$ cat src/rtl/seq_gen_serial_if.sv
// seq_gen_serial_if: control/serial bundle between a controller (master) and seq_gen_serial (slave).
//   start, pattern, repeat_cnt, msb_first : controller -> generator
//   x, x_valid, busy, done                : generator -> controller / downstream detector
interface seq_gen_serial_if #(
  parameter int WIDTH = 8,
  parameter int CNT_W = 4
);
  logic             start;
  logic [WIDTH-1:0] pattern;
  logic [CNT_W-1:0] repeat_cnt;
  logic             msb_first;
  logic             x;
  logic             x_valid;
  logic             busy;
  logic             done;
  modport master (output start, pattern, repeat_cnt, msb_first, input x, x_valid, busy, done);
  modport slave  (input start, pattern, repeat_cnt, msb_first, output x, x_valid, busy, done);
endinterface

$ cat src/rtl/seq_gen_serial.sv
// seq_gen_serial: serial bit-pattern transmitter, repeats a captured pattern a programmable number of passes.
//   clk, rst : clock and asynchronous active-high reset
//   bus      : seq_gen_serial_if.slave (start/pattern/repeat_cnt/msb_first in; x/x_valid/busy/done out)
//   Optional macro SEQ_GEN_PARITY_EN appends an even-parity bit after each pass.
module seq_gen_serial #(
  parameter int WIDTH = 8,
  parameter int CNT_W = 4
) (
  input logic             clk,
  input logic             rst,
  seq_gen_serial_if.slave bus
);
`ifdef SEQ_GEN_PARITY_EN
  localparam int LEN = WIDTH + 1;
`else
  localparam int LEN = WIDTH;
`endif
  localparam int BW = $clog2(LEN);
  typedef enum logic [1:0] {IDLE, SHIFT, DONE} state_t;
  state_t           state_q, state_d;
  logic [WIDTH-1:0] pat_q, pat_d, sh_q, sh_d;
  logic             msb_q, msb_d;
  logic [BW-1:0]    bit_q, bit_d;
  logic [CNT_W-1:0] pass_q, pass_d;
  logic             x_q, x_d, xv_q, xv_d, busy_q, busy_d, done_q, done_d;
  logic [WIDTH-1:0] src, load_sh;
  logic             src_msb, load_x, next_x;
  // Loads come from the bus in IDLE and from the captured copy on a pass reload.
  assign src     = state_q == IDLE ? bus.pattern : pat_q;
  assign src_msb = state_q == IDLE ? bus.msb_first : msb_q;
  assign load_x  = src_msb ? src[WIDTH-1] : src[0];
  assign load_sh = src_msb ? src << 1 : src >> 1;
`ifdef SEQ_GEN_PARITY_EN
  assign next_x = bit_q == BW'(WIDTH - 1) ? ^pat_q : (msb_q ? sh_q[WIDTH-1] : sh_q[0]);
`else
  assign next_x = msb_q ? sh_q[WIDTH-1] : sh_q[0];
`endif
  always_comb begin
    state_d = state_q;
    pat_d   = pat_q;
    sh_d    = sh_q;
    msb_d   = msb_q;
    bit_d   = bit_q;
    pass_d  = pass_q;
    x_d     = 1'b0;
    xv_d    = 1'b0;
    busy_d  = 1'b0;
    done_d  = 1'b0;
    case (state_q)
      IDLE: if (bus.start) begin
        state_d = SHIFT;
        pat_d   = bus.pattern;
        msb_d   = bus.msb_first;
        pass_d  = bus.repeat_cnt == '0 ? CNT_W'(1) : bus.repeat_cnt;
        sh_d    = load_sh;
        bit_d   = '0;
        x_d     = load_x;
        xv_d    = 1'b1;
        busy_d  = 1'b1;
      end
      SHIFT: if (bit_q == BW'(LEN - 1)) begin
        if (pass_q > CNT_W'(1)) begin
          pass_d = pass_q - 1'b1;
          sh_d   = load_sh;
          bit_d  = '0;
          x_d    = load_x;
          xv_d   = 1'b1;
          busy_d = 1'b1;
        end else begin
          state_d = DONE;
          done_d  = 1'b1;
        end
      end else begin
        bit_d  = bit_q + 1'b1;
        sh_d   = msb_q ? sh_q << 1 : sh_q >> 1;
        x_d    = next_x;
        xv_d   = 1'b1;
        busy_d = 1'b1;
      end
      default: state_d = IDLE;
    endcase
  end
  always_ff @(posedge clk or posedge rst) begin
    if (rst) begin
      state_q <= IDLE;
      pat_q   <= '0;
      sh_q    <= '0;
      msb_q   <= 1'b0;
      bit_q   <= '0;
      pass_q  <= '0;
      x_q     <= 1'b0;
      xv_q    <= 1'b0;
      busy_q  <= 1'b0;
      done_q  <= 1'b0;
    end else begin
      state_q <= state_d;
      pat_q   <= pat_d;
      sh_q    <= sh_d;
      msb_q   <= msb_d;
      bit_q   <= bit_d;
      pass_q  <= pass_d;
      x_q     <= x_d;
      xv_q    <= xv_d;
      busy_q  <= busy_d;
      done_q  <= done_d;
    end
  end
  assign bus.x       = x_q;
  assign bus.x_valid = xv_q;
  assign bus.busy    = busy_q;
  assign bus.done    = done_q;
endmodule

$ cat src/flat_wrapper.sv
// flat-port wrapper written by rule: the top's interface ports become plain ports
module seq_gen_serial_flat 
#(
  parameter int WIDTH = 8,
  parameter int CNT_W = 4
)
  (clk, rst, bus_start, bus_pattern, bus_repeat_cnt, bus_msb_first, bus_x, bus_x_valid, bus_busy, bus_done);
  seq_gen_serial_if #(.WIDTH(WIDTH), .CNT_W(CNT_W)) bus_i ();
  input logic clk;
  input logic rst;
  input wire logic [$bits(bus_i.start)-1:0] bus_start;
  input wire logic [$bits(bus_i.pattern)-1:0] bus_pattern;
  input wire logic [$bits(bus_i.repeat_cnt)-1:0] bus_repeat_cnt;
  input wire logic [$bits(bus_i.msb_first)-1:0] bus_msb_first;
  output wire logic [$bits(bus_i.x)-1:0] bus_x;
  output wire logic [$bits(bus_i.x_valid)-1:0] bus_x_valid;
  output wire logic [$bits(bus_i.busy)-1:0] bus_busy;
  output wire logic [$bits(bus_i.done)-1:0] bus_done;
  assign bus_i.start = bus_start;
  assign bus_i.pattern = bus_pattern;
  assign bus_i.repeat_cnt = bus_repeat_cnt;
  assign bus_i.msb_first = bus_msb_first;
  assign bus_x = bus_i.x;
  assign bus_x_valid = bus_i.x_valid;
  assign bus_busy = bus_i.busy;
  assign bus_done = bus_i.done;
  seq_gen_serial #(.WIDTH(WIDTH), .CNT_W(CNT_W)) u_core (.clk(clk), .rst(rst), .bus(bus_i));
endmodule
$ cat config.mk
export PLATFORM = sky130hd
export DESIGN_NAME = seq_gen_serial_flat
export DESIGN_NICKNAME = d
export VERILOG_FILES = /design/src/rtl/seq_gen_serial_if.sv /design/src/rtl/seq_gen_serial.sv /design/src/flat_wrapper.sv
export SDC_FILE = /design/constraint.sdc
export NUM_CORES = 1
export LEC_CHECK = 0
export ABC_AREA = 1
export ABC_CLOCK_PERIOD_IN_PS = 2300
export BUFFER_PORTS_ARGS = -buffer_cell sky130_fd_sc_hd__buf_2
export CORE_MARGIN = 3
export CORE_UTILIZATION = 40
export CTS_CLUSTER_SIZE = 40
export DETAILED_ROUTE_END_ITERATION = 16
export HOLD_SLACK_MARGIN = 0.15
export PLACE_DENSITY = 0.6
export SLEW_MARGIN = 10
export SYNTH_ARGS = -nofsm -noshare
export SYNTH_HDL_FRONTEND = slang
export SYNTH_SLANG_ARGS = --single-unit
$ cat constraint.sdc
create_clock -name clk -period 2.3 [get_ports clk]
set_clock_uncertainty 0.15 [all_clocks]
set_input_delay 0.23 -clock clk [delete_from_list [all_inputs] [get_ports clk]]
set_output_delay 0.23 -clock clk [all_outputs]
set_load 0.01 [all_outputs]
Yosys cells after proc, flatten, opt, wreduce, memory -nomap -nowiden:

Index checks and enable logic that the tools add are counted.

* $add $sub $neg: 2
* $lt $le $gt $ge: 1
* equality and inequality tests: 7
* muxes and demuxes: 34
* reductions and logical operators: 7

Operators by type and width (count)
* $mux W8: 6
* $mux W4: 4
* $pmux W8 S2: 1
* $mux W1: 12
* $mux W3: 3
* $pmux W4 S2: 1
* $mux W2: 3
* $pmux W3 S2: 1
* $reduce_and A3 Y1: 2
* $gt A4 B1 Y1 const B: 1
* $logic_not A4 Y1: 1
* $ne A2 B1 Y1 const B: 2
* $ne A2 B2 Y1 const B: 2
* $pmux W1 S2: 2
* $pmux W2 S2: 1
* $reduce_and A4 Y1: 1
* $sub A4 B1 Y4 const B: 1
* $add A3 B1 Y3 const B: 1
* $eq A3 B3 Y1 const B: 1
* $ne A3 B3 Y1 const B: 1
* $eq A2 B1 Y1 const B: 1
* $logic_not A2 Y1: 1
* $reduce_and A2 Y1: 1
* $reduce_bool A2 Y1: 1

* bits in registers: 29
* output and inout port bits: 4
* logic and storage cells: 60

Depth between registers and ports, before layout:

* depth in word-level cells: 6
* mapped depth: 11
* depth with buffers taken out: 10

Worst setup path before layout:

No wires, ideal clock.

* path kind: register to register
* from: reg u_core.bit_q[0]
* to: reg u_core.sh_q[0]
* arrival time: 1.486 ns
* required time: 2.033 ns
* setup slack: 0.546 ns
* cell stages (with the launch flop): 12
* buffers on the path: 1
* clock period less this slack: 1.754 ns
* cell sequence: dfrtp_1 -> ha_1 -> ha_1 -> inv_1 -> nand3_2 -> nand2_1 -> inv_2 -> nand2_2 -> inv_2 -> buf_6 -> nand2_1 -> nand2_1

* word-level cells in the longest chain between the ends: 3
* elaborated cells on any way between the ends: 5
* those cells by class: eq/ne (2); mux (2); reduce/logical (1)

RTL lines
* start: declaration: RTL line seq_gen_serial.sv:23 `logic [BW-1:0] bit_q, bit_d;`
* start signal: assignment: RTL line seq_gen_serial.sv:100 `bit_q <= bit_d;`
* $eq A3 B3 Y1 *: RTL line seq_gen_serial.sv:61 `SHIFT: if (bit_q == BW'(LEN - 1)) begin`
* $ne A3 B3 Y1 (no source line) / $mux W8 (equally long branches)
* $reduce_and A3 Y1 (no source line) / $pmux W8 S2 (equally long branches)
* end signal: assignment: RTL line seq_gen_serial.sv:87 `sh_q <= '0;`
* end signal: assignment: RTL line seq_gen_serial.sv:98 `sh_q <= sh_d;`
* end: declaration: RTL line seq_gen_serial.sv:21 `logic [WIDTH-1:0] pat_q, pat_d, sh_q, sh_d;`

Mark *: on every way between the ends. The rest lies on a longest branch, timed or not.
A chain may end at the register's enable or synchronous reset.

Worst setup path in the final report:

Ends and elaborated chain as after synthesis.

==> summary.md <==
| Metric | Value |
|---|---|
| Status | `finished, final reports clean` |
| Vias per inst | `4.87` |
| Total congestion overflow | `0` |
| Final Hold Vio Count | `0` |
| Vias in the first global route | `1337` |
| Routed len/inst | `11.4 µm` |
| Site Rows | `22` |
| Design area | `a little over 0.002 mm²` |
| Maximum clock path buffer count | `2` |
| Pins over their slew limit | `0` |
| Setup violations, final | `0` |
| Largest net degree at the start of global routing | `30` |
| Starting density of the core | `0.434` |
| Area taken by flip-flops and latches | `726 µm²` |
| Syn Area/Cell | `7.28 µm²` |
| Die area | `approximately 0.0050 mm²` |
| Synthesized cell area | `0.00166 mm²` |
| Final wirelength | `3570 µm` |
| H-tree levels | `2` |
| Pre-antenna DRT Iters | `4` |
| Num ports | `20` |
| Vias | `1524` |
| Fmax | `561 MHz` |
| Global-route wire length before repair | `6020 µm` |
| Power per cell area | `1420 mW/mm²` |
| Initial antenna violation count | `0` |
| Die width | `70.4 µm` |
| Final Cycle Share | `0.774` |
| HPWL after DPL | `about 2500 µm` |
| Global placement routability congestion | `0.805` |
| Area occupied by multi-input gates | `833 µm²` |
| CORE AREA | `0.00383 mm²` |
| GRT Total Usage | `0.153` |
| CP arrival | `between 1.5 and 2 ns` |
| Area after DPL | `~0.0018 mm²` |
| Worst-skew pair later-pin latency | `0.28 ns` |
| DR DRC count | `0` |
| CTS tree | `yes` |
| Mapped Cells | `228` |
| Synthesized Nets | `248` |
| Routed Antenna Nets | `0` |
| Post-CTS Setup Bufs | `0` |
| Worst-Margin Slew | `0.393 ns` |
| Sequential area share after synthesis | `0.437` |
| Max rail drop VDD | `between 0.0006 and 0.0007 V` |
| TNS Setup | `0 ns` |
| Die extent in y | `70.4 µm` |
| Area Growth Syn to Fin | `21.2%` |
| RSZ-0062 raised after global routing | `false` |
| Setup CP Type | `flip-flop to flip-flop` |
| Clock root cell | `clkbuf_8` |
| Num CTS Buffers | `5` |
| Startpoint types | `flip-flop` |
| CP cell instances | `ha_1, ha_1, inv_1, nand3_2, buf_4, inv_1, nand2_1, nand3_1, nand2_1` |
| # diodes | `0` |
| Clock sink count | `29` |
| PostCTS Resize Cnt | `0` |
| Period minus WS final | `1.78 ns` |
| Crit-path max FO | `16` |
| Largest stage delay, worst path | `about 0.40 ns` |
| Reg clk slew, reported paths | `approximately 0.070 ns` |
| CP Capture Type | `flip-flop` |
| PortBufs | `19` |
| Yosys warnings | `0` |
| Max-cap violation count | `0` |
| DR iter-0 viols | `90` |
| Fillcell total | `365` |
| Rel. slew slack | `0.738` |
| Hold Crit Class | `input port to flip-flop` |
| Static Leak | `1.07 nW` |
| #FFs+latches synth | `29` |
| Layout cell share with drive strength beyond 1 | `0.151` |
| Final net count | `roughly 280` |
| CP max-delay cell | `dfrtp_1` |
| Yosys cell types | `24` |
| Worst Path Required | `2.31 ns` |
final timing paths:
| kind | startpoint | end | slack (ns) | cells past startpoint |
|---|---|---|---|---|
| setup / recovery | u_core.bit_q[0]$_DFFE_PP0P_ | u_core.sh_q[0]$_DFFE_PP0P_ | 0.52 | 9 |
| hold / removal | bus_repeat_cnt[2] | u_core.pass_q[2]$_DFFE_PP0P_ | 0.16 | 5 |
| setup reg to reg | u_core.bit_q[0]$_DFFE_PP0P_ | u_core.sh_q[0]$_DFFE_PP0P_ | 0.52 | 9 |
| hold reg to reg | u_core.sh_q[7]$_DFFE_PP0P_ | u_core.sh_q[7]$_DFFE_PP0P_ | 0.34 | 2 |
| max in group asynchronous | rst | u_core.bus.x$_DFF_PP0_ | 1.30 | 4 |
| min in group asynchronous | rst | u_core.pass_q[1]$_DFFE_PP0P_ | 0.41 | 4 |
cell type report:
class	instances	share of cell area
multi-input cells	176	0.414
flip-flops and latches	29	0.361
repair buffers	35	0.122
clock buffers	6	0.0361
inverters	17	0.0317
well taps	48	0.0299
clock inverters	2	0.00498
report_power, final:
part,internal [mW],switching [mW],leakage [nW]
logic,0.576,0.984,0.669
registers,0.744,0.155,0.360
clock network,0.209,0.193,0.0450
total,1.53,1.33,1.07
through the flow:
stage          instances  hold WS (ns)  setup WS [ns]  utilization  power [mW]
3_3_place_gp         293         0.179          0.567        0.473        2.43
3_5_place_dp         293         0.176          0.536        0.473        2.44
6_report             313         0.162          0.519        0.526        2.86
2_1_floorplan        228         0.158          0.546            -        2.10
5_1_grt              313         0.178          0.360        0.526        3.17
4_1_cts              313         0.156          0.520        0.526        2.87
cells by family after synthesis:
group | synth area share
adder cells (fa/ha/maj) | 0.0302
buffers and inverters | 0.0603
multiplexers | 0.0543
AO/OA/AOI/OAI | 0.0468
AND/OR/NAND/NOR | 0.366
XOR/XNOR | 0.00528
flip-flops | 0.437
synthesized netlist by cell type:
| master | instances | area [µm²] |
|---|---|---|
| buf_4 | 1 | 7.51 |
| inv_2 | 5 | 18.8 |
| buf_2 | 2 | 10.0 |
| nand2_2 | 2 | 12.5 |
| inv_1 | 12 | 45.0 |
| nand3_1 | 20 | 100 |
| buf_6 | 1 | 11.3 |
| clkbuf_1 | 1 | 3.75 |
| nand3_2 | 1 | 10.0 |
| nand2_1 | 110 | 413 |
| xnor2_1 | 1 | 8.76 |
| o21ai_1 | 6 | 30.0 |
| o211ai_1 | 1 | 7.51 |
| mux2_1 | 8 | 90.1 |
| a21oi_1 | 7 | 35.0 |
| nor2_1 | 10 | 37.5 |
| or2_2 | 1 | 6.26 |
| buf_1 | 1 | 3.75 |
| nor3_1 | 2 | 10.0 |
| nand4_1 | 1 | 6.26 |
| dfrtp_1 | 29 | 726 |
| o21ai_0 | 1 | 5.00 |
| ha_1 | 4 | 50.1 |
| nor2_4 | 1 | 11.3 |
critical path, delay by kind of cell (launching register included):
kind          cells  cell delay, ns
simple gates      4            0.30
fa+ha+maj         2            0.41
flops             1            0.40
buf+inv           3            0.41
flip-flops by register name, indices dropped and copies added, names as in the netlist, 2 cells and up:
| name | cells |
|---|---|
| u_core.pass_q | 4 |
| u_core.sh_q | 8 |
| u_core.state_q | 2 |
| u_core.bit_q | 3 |
| u_core.pat_q | 8 |
per-layer routing:
layer | track usage | wire [µm]
met5 | 0 | 0
met4 | 0.0468 | 51
met3 | 0.0489 | 139
met2 | 0.220 | 1530
met1 | 0.216 | 1850
cell usage in the layout (no fill, tap or decap), drive strengths merged:
| cell type | count |
|---|---|
| nand2 | 112 |
| dfrtp | 29 |
| buf | 23 |
| nand3 | 21 |
| inv | 17 |
| dlygate4sd3 | 12 |
| nor2 | 11 |
| mux2 | 8 |
| a21oi | 7 |
| o21ai | 7 |
| clkbuf | 6 |
| ha | 4 |
| nor3 | 2 |
| clkinv | 2 |
| nand4 | 1 |
| or2 | 1 |
| o211ai | 1 |
| xnor2 | 1 |
repair_timing:
item / 4_1_cts / 5_1_grt
hold buffers: 12 / 0
endpoints found under the setup margin: 0 / 0
endpoints found under the hold margin: 40 / 0
No activity file was read; power rests on OpenSTA's default activity.
